$ cat config.mk
export PLATFORM = sky130hd
export DESIGN_NAME = mem_access_unit
export DESIGN_NICKNAME = d
export VERILOG_FILES = /design/src/rtl/mau_pkg.sv /design/src/rtl/mau_lane_align.sv /design/src/rtl/mem_access_unit.sv
export SDC_FILE = /design/constraint.sdc
export NUM_CORES = 1
export LEC_CHECK = 0
export ABC_AREA = 1
export BUFFER_PORTS_ARGS = -buffer_cell sky130_fd_sc_hd__buf_2
export CELL_PAD_IN_SITES_DETAIL_PLACEMENT = 0
export CELL_PAD_IN_SITES_GLOBAL_PLACEMENT = 1
export CORE_UTILIZATION = 36
export CTS_CLUSTER_DIAMETER = 80
export DETAILED_ROUTE_END_ITERATION = 10
export GPL_TIMING_DRIVEN = 0
export PLACE_DENSITY_LB_ADDON = 0.1
export RECOVER_POWER = 50
export SYNTH_ARGS = -nofsm -noshare
export SYNTH_HDL_FRONTEND = slang
export SYNTH_SLANG_ARGS = --single-unit
$ cat constraint.sdc
create_clock -name clk_i -period 2.2 [get_ports clk_i]
set_input_delay 0.11 -clock clk_i [delete_from_list [all_inputs] [get_ports clk_i]]
set_output_delay 0.11 -clock clk_i [all_outputs]
set_load 0.01 [all_outputs]
$ cat src/rtl/mau_pkg.sv
// Shared definitions for the memory access unit: access size encodings,
// FSM state type and the default data memory size used for bounds checks.
package mau_pkg;

    localparam logic [1:0] SZ_BYTE = 2'b00;
    localparam logic [1:0] SZ_HALF = 2'b01;
    localparam logic [1:0] SZ_WORD = 2'b10;
    localparam logic [1:0] SZ_RSVD = 2'b11;

    localparam int MAU_MEM_BYTES = 128;

    typedef enum logic [1:0] {
        ST_IDLE,
        ST_RD,
        ST_WR,
        ST_RESP
    } mau_state_e;

    // Number of bytes touched by an access; reserved size counts as a word.
    function automatic logic [2:0] size_bytes(input logic [1:0] sz);
        logic [2:0] n;
        case (sz)
            SZ_BYTE: n = 3'd1;
            SZ_HALF: n = 3'd2;
            default: n = 3'd4;
        endcase
        return n;
    endfunction

endpackage

$ cat src/rtl/mau_lane_align.sv
// Combinational byte-lane logic: load extract/extend and store merge.
// Ports: ld_word_i (raw memory word for loads), st_word_i (old word for
// merge), addr_lo_i, size_i, signed_i, wdata_i -> ld_data_o, st_word_o.
module mau_lane_align
    import mau_pkg::*;
(
    input  logic [31:0] ld_word_i,
    input  logic [31:0] st_word_i,
    input  logic [1:0]  addr_lo_i,
    input  logic [1:0]  size_i,
    input  logic        signed_i,
    input  logic [31:0] wdata_i,
    output logic [31:0] ld_data_o,
    output logic [31:0] st_word_o
);

    logic [4:0]  shamt;
    logic [15:0] ld_sh;
    logic [31:0] lane_mask;
    logic [31:0] st_mask;
    logic [31:0] st_data;

    assign shamt = {addr_lo_i, 3'b000};
    assign ld_sh = 16'(ld_word_i >> shamt);

    always_comb begin
        ld_data_o = ld_word_i;
        lane_mask = 32'hFFFF_FFFF;
        case (size_i)
            SZ_BYTE: begin
                ld_data_o = {{24{signed_i & ld_sh[7]}}, ld_sh[7:0]};
                lane_mask = 32'h0000_00FF;
            end
            SZ_HALF: begin
                ld_data_o = {{16{signed_i & ld_sh[15]}}, ld_sh};
                lane_mask = 32'h0000_FFFF;
            end
            default: ;
        endcase
    end

    // Word stores are aligned, so shamt is 0 and the whole word is replaced.
    assign st_mask   = lane_mask << shamt;
    assign st_data   = (wdata_i & lane_mask) << shamt;
    assign st_word_o = (st_word_i & ~st_mask) | st_data;

endmodule

$ cat src/rtl/mem_access_unit.sv
// Load/store unit: one request at a time, read-modify-write for sub-word
// stores, error response for illegal requests. Ports: req_* handshake in,
// resp_* handshake out, mem_* single-cycle memory port.
// Optional MAU_BOUNDS_CHECK_EN: reject accesses beyond MEM_BYTES.
module mem_access_unit
    import mau_pkg::*;
#(
    parameter int MEM_BYTES = MAU_MEM_BYTES
) (
    input  logic        clk_i,
    input  logic        rst_n_i,
    input  logic        req_valid_i,
    output logic        req_ready_o,
    input  logic        req_we_i,
    input  logic [1:0]  req_size_i,
    input  logic        req_signed_i,
    input  logic [31:0] req_addr_i,
    input  logic [31:0] req_wdata_i,
    output logic        resp_valid_o,
    input  logic        resp_ready_i,
    output logic [31:0] resp_rdata_o,
    output logic        resp_err_o,
    output logic [31:0] mem_addr_o,
    output logic [31:0] mem_data_o,
    output logic        mem_read_o,
    output logic        mem_write_o,
    input  logic [31:0] mem_data_i
);

    mau_state_e  state_q, state_d;
    logic        we_q, we_d;
    logic [1:0]  size_q, size_d;
    logic        sgn_q, sgn_d;
    logic [31:0] addr_q, addr_d;
    logic [31:0] wdata_q, wdata_d;
    logic [31:0] data_q, data_d;
    logic        err_q, err_d;

    logic [31:0] ld_data;
    logic [31:0] st_word;
    logic [32:0] req_end;
    logic        misalign;
    logic        oob;
    logic        req_bad;

    assign req_end  = {1'b0, req_addr_i} + 33'(size_bytes(req_size_i));
    assign oob      = req_end > 33'(MEM_BYTES);
    assign misalign = (req_size_i == SZ_RSVD)
                    | ((req_size_i == SZ_WORD) & (req_addr_i[1:0] != 2'b00))
                    | ((req_size_i == SZ_HALF) & req_addr_i[0]);

`ifdef MAU_BOUNDS_CHECK_EN
    assign req_bad = misalign | oob;
`else
    logic unused_oob;
    assign unused_oob = oob;
    assign req_bad    = misalign;
`endif

    mau_lane_align u_align (
        .ld_word_i (mem_data_i),
        .st_word_i (data_q),
        .addr_lo_i (addr_q[1:0]),
        .size_i    (size_q),
        .signed_i  (sgn_q),
        .wdata_i   (wdata_q),
        .ld_data_o (ld_data),
        .st_word_o (st_word)
    );

    always_ff @(posedge clk_i or negedge rst_n_i) begin
        if (!rst_n_i) begin
            state_q <= ST_IDLE;
            we_q    <= 1'b0;
            size_q  <= SZ_BYTE;
            sgn_q   <= 1'b0;
            addr_q  <= '0;
            wdata_q <= '0;
            data_q  <= '0;
            err_q   <= 1'b0;
        end else begin
            state_q <= state_d;
            we_q    <= we_d;
            size_q  <= size_d;
            sgn_q   <= sgn_d;
            addr_q  <= addr_d;
            wdata_q <= wdata_d;
            data_q  <= data_d;
            err_q   <= err_d;
        end
    end

    always_comb begin
        state_d      = state_q;
        we_d         = we_q;
        size_d       = size_q;
        sgn_d        = sgn_q;
        addr_d       = addr_q;
        wdata_d      = wdata_q;
        data_d       = data_q;
        err_d        = err_q;
        req_ready_o  = 1'b0;
        resp_valid_o = 1'b0;
        resp_err_o   = 1'b0;
        resp_rdata_o = '0;
        mem_read_o   = 1'b0;
        mem_write_o  = 1'b0;
        mem_addr_o   = '0;
        mem_data_o   = '0;

        unique case (state_q)
            ST_IDLE: begin
                req_ready_o = rst_n_i;
                if (req_valid_i) begin
                    we_d    = req_we_i;
                    size_d  = req_size_i;
                    sgn_d   = req_signed_i;
                    addr_d  = req_addr_i;
                    wdata_d = req_wdata_i;
                    data_d  = '0;
                    err_d   = req_bad;
                    if (req_bad)
                        state_d = ST_RESP;
                    else if (req_we_i && req_size_i == SZ_WORD)
                        state_d = ST_WR;
                    else
                        state_d = ST_RD;
                end
            end
            ST_RD: begin
                mem_read_o = 1'b1;
                mem_addr_o = {addr_q[31:2], 2'b00};
                // Stores keep the raw word for merging; loads keep the result.
                data_d     = we_q ? mem_data_i : ld_data;
                state_d    = we_q ? ST_WR : ST_RESP;
            end
            ST_WR: begin
                mem_write_o = 1'b1;
                mem_addr_o  = {addr_q[31:2], 2'b00};
                mem_data_o  = st_word;
                data_d      = '0;
                state_d     = ST_RESP;
            end
            ST_RESP: begin
                resp_valid_o = 1'b1;
                resp_err_o   = err_q;
                resp_rdata_o = data_q;
                if (resp_ready_i)
                    state_d = ST_IDLE;
            end
            default: state_d = ST_IDLE;
        endcase
    end

endmodule
==> results of run 1 <==
metal layers:
metal,GRT usage,vias to the layer above
li1,-,3221
met1,0.337,3000
met2,0.417,243
met3,0.0724,26
met4,0.0754,0
met5,0,-
worst max path at each step:
| stage | endpoint | slack [ns] | cells after the start |
|---|---|---|---|
| after floorplan | data_q[16] | 0.55 | 9 |
| after global placement | addr_q[22] | -0.29 | 1 |
| after detailed placement | data_q[14] | -0.04 | 9 |
| after CTS | mem_data_o[23] | 0.002 | 7 |
| after global routing | mem_data_o[19] | -0.05 | 7 |
| final | mem_data_o[19] | 0.06 | 7 |
flip-flops by register name, summed over array words and instances (netlist names):
signal,count
data_q,32
sgn_q,1
we_q,1
addr_q,32
state_q,2
err_q,1
wdata_q,32
size_q,2
timing repair:
item	CTS	global route
endpoints found under the hold margin	110	1
setup buffers	0	2
endpoints found under the setup margin	46	67
hold buffers	54	1
resized for setup	19	31
metrics by stage:
stage | worst slack (ns) | util | area (sq um) | power (mW) | std cells
after floorplan | 0.548 | - | 6170 | 7.26 | 853
after global placement | -0.289 | 0.448 | 7450 | 9.57 | 1275
after detailed placement | -0.0416 | 0.450 | 7480 | 9.62 | 1276
after CTS | 0.00166 | 0.503 | 8370 | 11.5 | 1346
after global routing | -0.0541 | 0.506 | 8420 | 12.5 | 1347
final | 0.0592 | 0.506 | 8420 | 11.6 | 1347
where the power goes:
part | total, mW | switching (mW) | internal [mW]
Sequential | 3.18 | 0.497 | 2.69
Clock | 1.69 | 0.784 | 0.903
Combinational | 6.71 | 4.28 | 2.43
worst min-delay path, stage by stage:
cell and delay, ns:
buf_2 0.07, nor2_1 0.04, a21oi_1 0.10
cell families after synthesis:
kind of cell    Yosys count  share of synthesized area
simple gates            381                      0.242
mux                      48                     0.0877
other cells               1                   0.000608
compound gates          151                      0.135
fa+ha+maj                 4                    0.00812
buf+inv                 164                      0.108
flops                   103                      0.418
area by class of cell:
| type | instances | area, sq um |
|---|---|---|
| Clock buffer | 10 | 229 |
| Multi-Input combinational cell | 586 | 2970 |
| Inverter | 114 | 430 |
| Timing Repair Buffer | 260 | 1600 |
| Clock inverter | 6 | 75.1 |
| Fill cell | 1759 | 8220 |
| Sequential cell | 103 | 2580 |
| Tap cell | 220 | 275 |
| Buffer | 48 | 255 |
cell usage in the layout (no fill, tap or decap), drive strengths merged, types with 3 or more instances in the layout:
| master | netlist | routed |
|---|---|---|
| nand2 | 310 | 310 |
| ha | 4 | 4 |
| nor2 | 39 | 39 |
| a31oi | 16 | 16 |
| dfrtp | 103 | 103 |
| buf | 26 | 221 |
| clkbuf | 24 | 42 |
| inv | 113 | 116 |
| dlygate4sd3 | 0 | 55 |
| o21ai | 64 | 64 |
| a21oi | 49 | 49 |
| nand3 | 29 | 29 |
| nor3 | 3 | 3 |
| mux2 | 48 | 48 |
| o211ai | 13 | 13 |
| a21boi | 7 | 7 |
==> results.ini, run 1 <==
[power_and_ir_drop]
p_leak_nw = 4.81
peakVddDrop_mv = 0.888
p_per_area_mw_per_mm2 = 1380

[placement]
portBuffers = 202
gp_congestion = 0.896
hpwl_mm = 17.1

[clocking]
numCtsBuffers = 9
root_buffer = clkbuf_16
cts_tree = done
htree_num_levels = 3
cts.reportedPaths.clkPinSlew_ns = 0.07
clock-sinks = 103
clock_latency_ns = 0.36
ctsLongestPathBuffers = 2

[detailed_routing]
drt_iter0_markers = 431
wl_met2_mm = 10.5
routedWlPerCell_microns = 16.7
wl_met1_mm = 9.78
ant_nets = 0
dr_wl_met3_mm = 1.70
routed.top_layer = met4
dr.pass1.iters = 6
via_per_inst = 4.82
drc = 0
wl_mm = 22.6
vias = 6490

[worst_setup_path]
r2r_start = state_q[0]
cpPeakStageDelay_ns = 0.37
slowest_stage = dfrtp_1
crit_buf_inv = 4
cp_top_family = buffers and inverters
cp_common_cell = buf_2
r2r_slack_ns = 0.19
startpoint = addr_q[0]
crit_chain = inv_1 > buf_4 > buf_2 > o21ai_4 > nand2_1 > a31oi_1 > buf_2
cp_max_fo = 10
start_kind = flop
reg2regPathDepth = 9
endpoint_kind = primary output
crit_arrival_ns = 2.03
crit_required_ns = 2.09
path_class = reg2out
reg2reg_to = data_q[24]

[timing]
worst_pin_slew_ns = 0.581
final-setup-viol-count = 0
finalMaxSlewViolations = 0
min_period_over_period = 0.973
tns_ns = 0
hold_viol_final = 0
rsz0062_at_grt = yes
layout_min_cycle_time_ns = 2.14
slew_headroom = 0.613
clock_skew_ns = 0.00690
holdWs_ns = 0.00392
timing.fmax_mhz = 467

[layout]
area_growth_pct = 36.6
insertedDiodeCount = 0
nets = 1230
drive_above_1_share = 0.281

[synthesis]
synthArstFlopShare = 1.00
yosysWarnings = 0
syn_area_sq_mm = 0.00616
synth_top_area_share = 0.418
synth_cell_type_count = 28
synth_seq_cells = 103
synth_common_cells = 308 x nand2_1, 110 x inv_1, 103 x dfrtp_1
synth_largest_area_cell = dfrtp_1
synth_top_cells_by_area = dfrtp_1 42%, nand2_1 19%, mux2_2 8.8%
ys_seq_area_frac = 0.418
avgSynthCellArea_sq_um = 7.23
dominantRegCellSynth = dfrtp_1
synth_edf_count = 0
synth.most_common_cell = nand2_1
syn_inst = 852

[floorplan]
core_area_sq_mm = 0.0166
die_w_microns = 133
pin_count = 205
initial_core_util = 0.370
fp-row-count = 47
fp.dieH_microns = 133
dieArea_sq_mm = 0.0176

[global_route]
grt_usage = 0.259
grt_first_pass_wirelength_mm = 34.6
grt_pass1_vias = 6310
gr-total-overflow = 0
grt_start_max_net_pins = 59
antenna_found_initial = 0

[run]
cap_violations = 0

[run_status]
status = finished, final reports clean

[hold_path]
min_from = req_wdata_i[3]
hold_end = wdata_q[3]
hp-class = in2reg
hold_depth = 3

Note: power is estimated with default switching activity, not from simulation.
==> inputs of run 2 (changes only) <==
- CELL_PAD_IN_SITES_DETAIL_PLACEMENT: 0 -> 1
- CELL_PAD_IN_SITES_GLOBAL_PLACEMENT: 1 -> 2
- CORE_ASPECT_RATIO: unset -> 0.7
- CORE_UTILIZATION: 36 -> 27
- CTS_CLUSTER_SIZE: unset -> 8
==> results.ini, run 2 (same netlist as run 1, synthesis figures left out) <==
[run_status]
status = finished, final reports clean

[timing]
layout_min_cycle_time_ns = 2.13
worst_pin_slew_ns = 0.538
hold_viol_final = 0
min_period_over_period = 0.967
tns_ns = 0
holdWs_ns = 0.0108
finalMaxSlewViolations = 0
timing.fmax_mhz = 470
setup_ws_ns = 0.0723
clock_skew_ns = 0.00898
slew_headroom = 0.641
rsz0062_at_grt = yes
final-setup-viol-count = 0

[worst_setup_path]
crit_required_ns = 2.09
start_kind = flop
cp_common_cell = buf_2
endpoint_kind = primary output
crit_arrival_ns = 2.02
cp_top_family = buffers and inverters
cp_max_fo = 10
crit_chain = inv_1 > buf_4 > buf_2 > o21ai_4 > nand2_1 > a31oi_1 > buf_2
cpPeakStageDelay_ns = 0.39
path_class = reg2out
crit_buf_inv = 4
slowest_stage = dfrtp_1

[global_route]
grt_pass1_vias = 6639
grt_usage = 0.229
grt_first_pass_wirelength_mm = 39.9
antenna_found_initial = 0
gr-total-overflow = 0
grt_start_max_net_pins = 69

[layout]
final_cell_mix = 306 x nand2_1, 207 x buf_2, 109 x inv_1
area_growth_pct = 39.3
fin_cells = 1436
insertedDiodeCount = 0
drive_above_1_share = 0.294
reg.largest.list = addr_q x32, data_q x32, wdata_q x32
mostFrequentLayoutCell = nand2_1
fin_util = 0.390
fin_area_sq_mm = 0.00858
nets = 1235

[power_and_ir_drop]
p_total_mw = 11.9
peakVddDrop_mv = 0.725
p_leak_nw = 4.84
p_per_area_mw_per_mm2 = 1390

[floorplan]
die_w_microns = 183
fp.dieH_microns = 128
core_area_sq_mm = 0.0220
dieArea_sq_mm = 0.0234
fp-row-count = 45
initial_core_util = 0.280
pin_count = 205

[detailed_routing]
ant_nets = 0
routedWlPerCell_microns = 18.1
wl_mm = 26.0
dr.pass1.iters = 4
vias = 6511
drt_iter0_markers = 437
drc = 0
via_per_inst = 4.53

[clocking]
htree_num_levels = 3
clock_latency_ns = 0.36
cts.reportedPaths.clkPinSlew_ns = 0.07
ctsLongestPathBuffers = 2
cts_tree = done
clock-sinks = 103
root_buffer = clkbuf_16
numCtsBuffers = 9

[placement]
postPlaceCellArea_sq_mm = 0.00759
dp.cells = 1361
pre_cts_ws_ns = -0.100
hpwl_mm = 20.4
portBuffers = 202
gp_congestion = 0.861

[hold_path]
hp-class = in2reg

[run]
cap_violations = 0

## run 2: changes by cell type in the layout (fill, tap and decap cells not counted), moves of 3 or more
cell,previous run,this run
nor2_1,34,31
clkbuf_1,19,14
o21ai_1,13,18
nor2_2,2,5
nand2_2,6,3
clkinv_2,0,5
a21oi_1,49,46
buf_4,10,15
buf_6,2,5
o21ai_0,49,44
a21oi_2,0,3
## run 2: worst reg2reg max path, cell delays in order, from the launching register on
cell	delay, ns
dfrtp_1	0.39
inv_1	0.11
ha_1	0.41
nand2_1	0.11
nand2_1	0.12
nand2_4	0.16
clkbuf_2	0.27
a21oi_1	0.07
nand2_1	0.16
nand2_1	0.06
## run 2: routing by layer
layer / up-vias / wire (microns) / GRT usage
met2: 155 / 10200 / 0.317
met4: 0 / 156 / 0.0400
li1: 3228 / - / -
met5: - / 0 / 0
met3: 8 / 1080 / 0.0402
met1: 3120 / 14600 / 0.365
## run 2: worst paths after layout
path / start / end / slack [ns] / cells past startpoint
min in group asynchronous: rst_n_i / wdata_q[18] / 0.23 / 2
worst max-delay path: addr_q[0] / mem_data_o[18] / 0.07 / 7
worst max register to register: state_q[0] / data_q[13] / 0.23 / 9
worst min register to register: err_q / err_q / 0.50 / 2
max in group asynchronous: rst_n_i / size_q[1] / 1.29 / 3
worst min-delay path: req_wdata_i[26] / wdata_q[26] / 0.01 / 2
## run 2: timing repair
item / CTS / global route
hold buffers: 55 / 0
gates resized for setup: 27 / 50
setup endpoints to repair: 71 / 95
endpoints found under the hold margin: 90 / 0
setup buffers: 0 / 6
pin swaps: 1 / 2
## run 2: final cells by class
type | instances | area [sq um]
flip-flops and latches | 103 | 2580
clock inverters | 5 | 25.0
fillers | 2808 | 13400
inverters | 114 | 438
plain buffers | 49 | 289
clock buffers | 10 | 239
well taps | 305 | 382
multi-input cells | 586 | 3000
repair buffers | 264 | 1630
## run 2: report_power, final
part	internal (mW)	total [mW]	leakage, nW	switching, mW
Sequential	2.69	3.19	1.25	0.503
Clock	0.784	1.53	0.138	0.743
Combinational	2.55	7.19	3.45	4.64
==> inputs of run 3 (changes only) <==
- SETUP_SLACK_MARGIN: unset -> 0.1
==> results.ini, run 3 (same netlist as run 1, synthesis figures left out) <==
[placement]
hpwl_mm = 20.4
gp_congestion = 0.861
postPlaceCellArea_sq_mm = 0.00759
portBuffers = 202

[timing]
hold_viol_final = 0
slew_headroom = 0.643
rsz0062_at_grt = yes
clock_skew_ns = 0.00768
worst_pin_slew_ns = 0.536
final-setup-viol-count = 0
finalMaxSlewViolations = 0
layout_min_cycle_time_ns = 2.06
min_period_over_period = 0.934
tns_ns = 0
timing.fmax_mhz = 487

[clocking]
htree_num_levels = 3
cts.reportedPaths.clkPinSlew_ns = 0.07
clock_latency_ns = 0.36
root_buffer = clkbuf_16
ctsLongestPathBuffers = 2
numCtsBuffers = 9
cts_tree = done
clock-sinks = 103

[layout]
fin_util = 0.397
fillers = 2799
multi_input_area_sq_mm = 0.00307
reg.largest.list = addr_q x32, data_q x32, wdata_q x32
drive_above_1_share = 0.313
regArea_sq_mm = 0.00258
mostFrequentLayoutCell = nand2_1
fin_area_sq_mm = 0.00874
final_cell_mix = 301 x nand2_1, 207 x buf_2, 108 x inv_1
nets = 1241
insertedDiodeCount = 0
area_growth_pct = 41.8

[global_route]
antenna_found_initial = 0
grtUsageMet3 = 0.0382
gr-total-overflow = 0
use_met1 = 0.366
grt_start_max_net_pins = 69
met2_usage = 0.319
top_usage_layer = met1
grt_usage = 0.229
grt_first_pass_wirelength_mm = 40.0
grt_pass1_vias = 6646

[worst_setup_path]
start_kind = flop
crit_buf_inv = 4
cp_max_fo = 10
crit_chain = inv_1 > buf_6 > clkbuf_4 > nand3_1 > o21ai_1 > nand2_1 > a31oi_1 > buf_2
cp_top_family = buffers and inverters
slowest_stage = dfrtp_1
r2r_slack_ns = 0.28
path_class = reg2out
crit_arrival_ns = 1.95
crit_required_ns = 2.09
cpPeakStageDelay_ns = 0.41
endpoint_kind = primary output

[floorplan]
fp.dieH_microns = 128
core_area_sq_mm = 0.0220
initial_core_util = 0.280
pin_count = 205
dieArea_sq_mm = 0.0234
fp-row-count = 45
die_w_microns = 183

[detailed_routing]
dr.pass1.iters = 4
via_per_inst = 4.56
vias = 6578
drt_iter0_markers = 462
ant_nets = 0
routedWlPerCell_microns = 18.1
wl_mm = 26.0
drc = 0

[power_and_ir_drop]
p_per_area_mw_per_mm2 = 1390
p_total_mw = 12.2
p_leak_nw = 4.90
peakVddDrop_mv = 0.725

[run_status]
status = finished, final reports clean

[hold_path]
hp-class = in2reg

[run]
cap_violations = 0

run 3: cell count changes in the layout (fill, tap and decap cells not counted), moves of 2 or more:
| cell | delta |
|---|---|
| o21ai_0 | -2 |
| nand2_1 | -5 |
| o21ai_1 | +2 |
| a31oi_1 | -5 |
| buf_6 | +4 |
| clkbuf_4 | +2 |
| clkbuf_1 | -4 |
| buf_4 | +4 |
| nand2_2 | +5 |
| a31oi_2 | +4 |
run 3: path summary, 6_finish.rpt:
check / startpoint / to / cells past startpoint
max: addr_q[0] / mem_data_o[29] / 8
min: req_wdata_i[26] / wdata_q[26] / 2
max reg2reg: state_q[1] / data_q[13] / 9
min reg2reg: err_q / err_q / 2
max in group asynchronous: rst_n_i / size_q[1] / 3
min in group asynchronous: rst_n_i / wdata_q[26] / 2
run 3: metal layers:
metal,up-vias,wire length [microns]
met5,-,0
met2,154,10300
met3,9,1070
met1,3169,14500
met4,0,161
li1,3246,-
run 3: area by class of cell:
class	count	share of cell area
multi-input cells	586	0.351
flip-flops and latches	103	0.295
repair buffers	270	0.194
inverters	114	0.0501
well taps	305	0.0437
plain buffers	49	0.0366
clock buffers	10	0.0273
clock inverters	5	0.00286
run 3: what timing repair did:
item	CTS	global route
endpoints found under the setup margin	111	118
gates resized for setup	47	59
hold endpoints to repair	90	0
hold buffers	55	0
pin swaps	1	8
setup buffers	3	9
run 3: stage by stage:
stage	cells	worst slack, ns	hold WS (ns)
global route	1442	0.0547	0.0148
global placement	1360	-0.354	0.343
floorplan	853	0.548	-0.186
finish	1442	0.145	0.0108
detailed placement	1361	-0.100	0.0476
CTS	1434	0.0713	0.000259
run 3: where the power goes:
part	total [mW]	switching [mW]	internal (mW)
sequential	3.18	0.495	2.69
combinational	7.49	4.75	2.74
clock	1.52	0.733	0.783
total	12.2	5.97	6.22
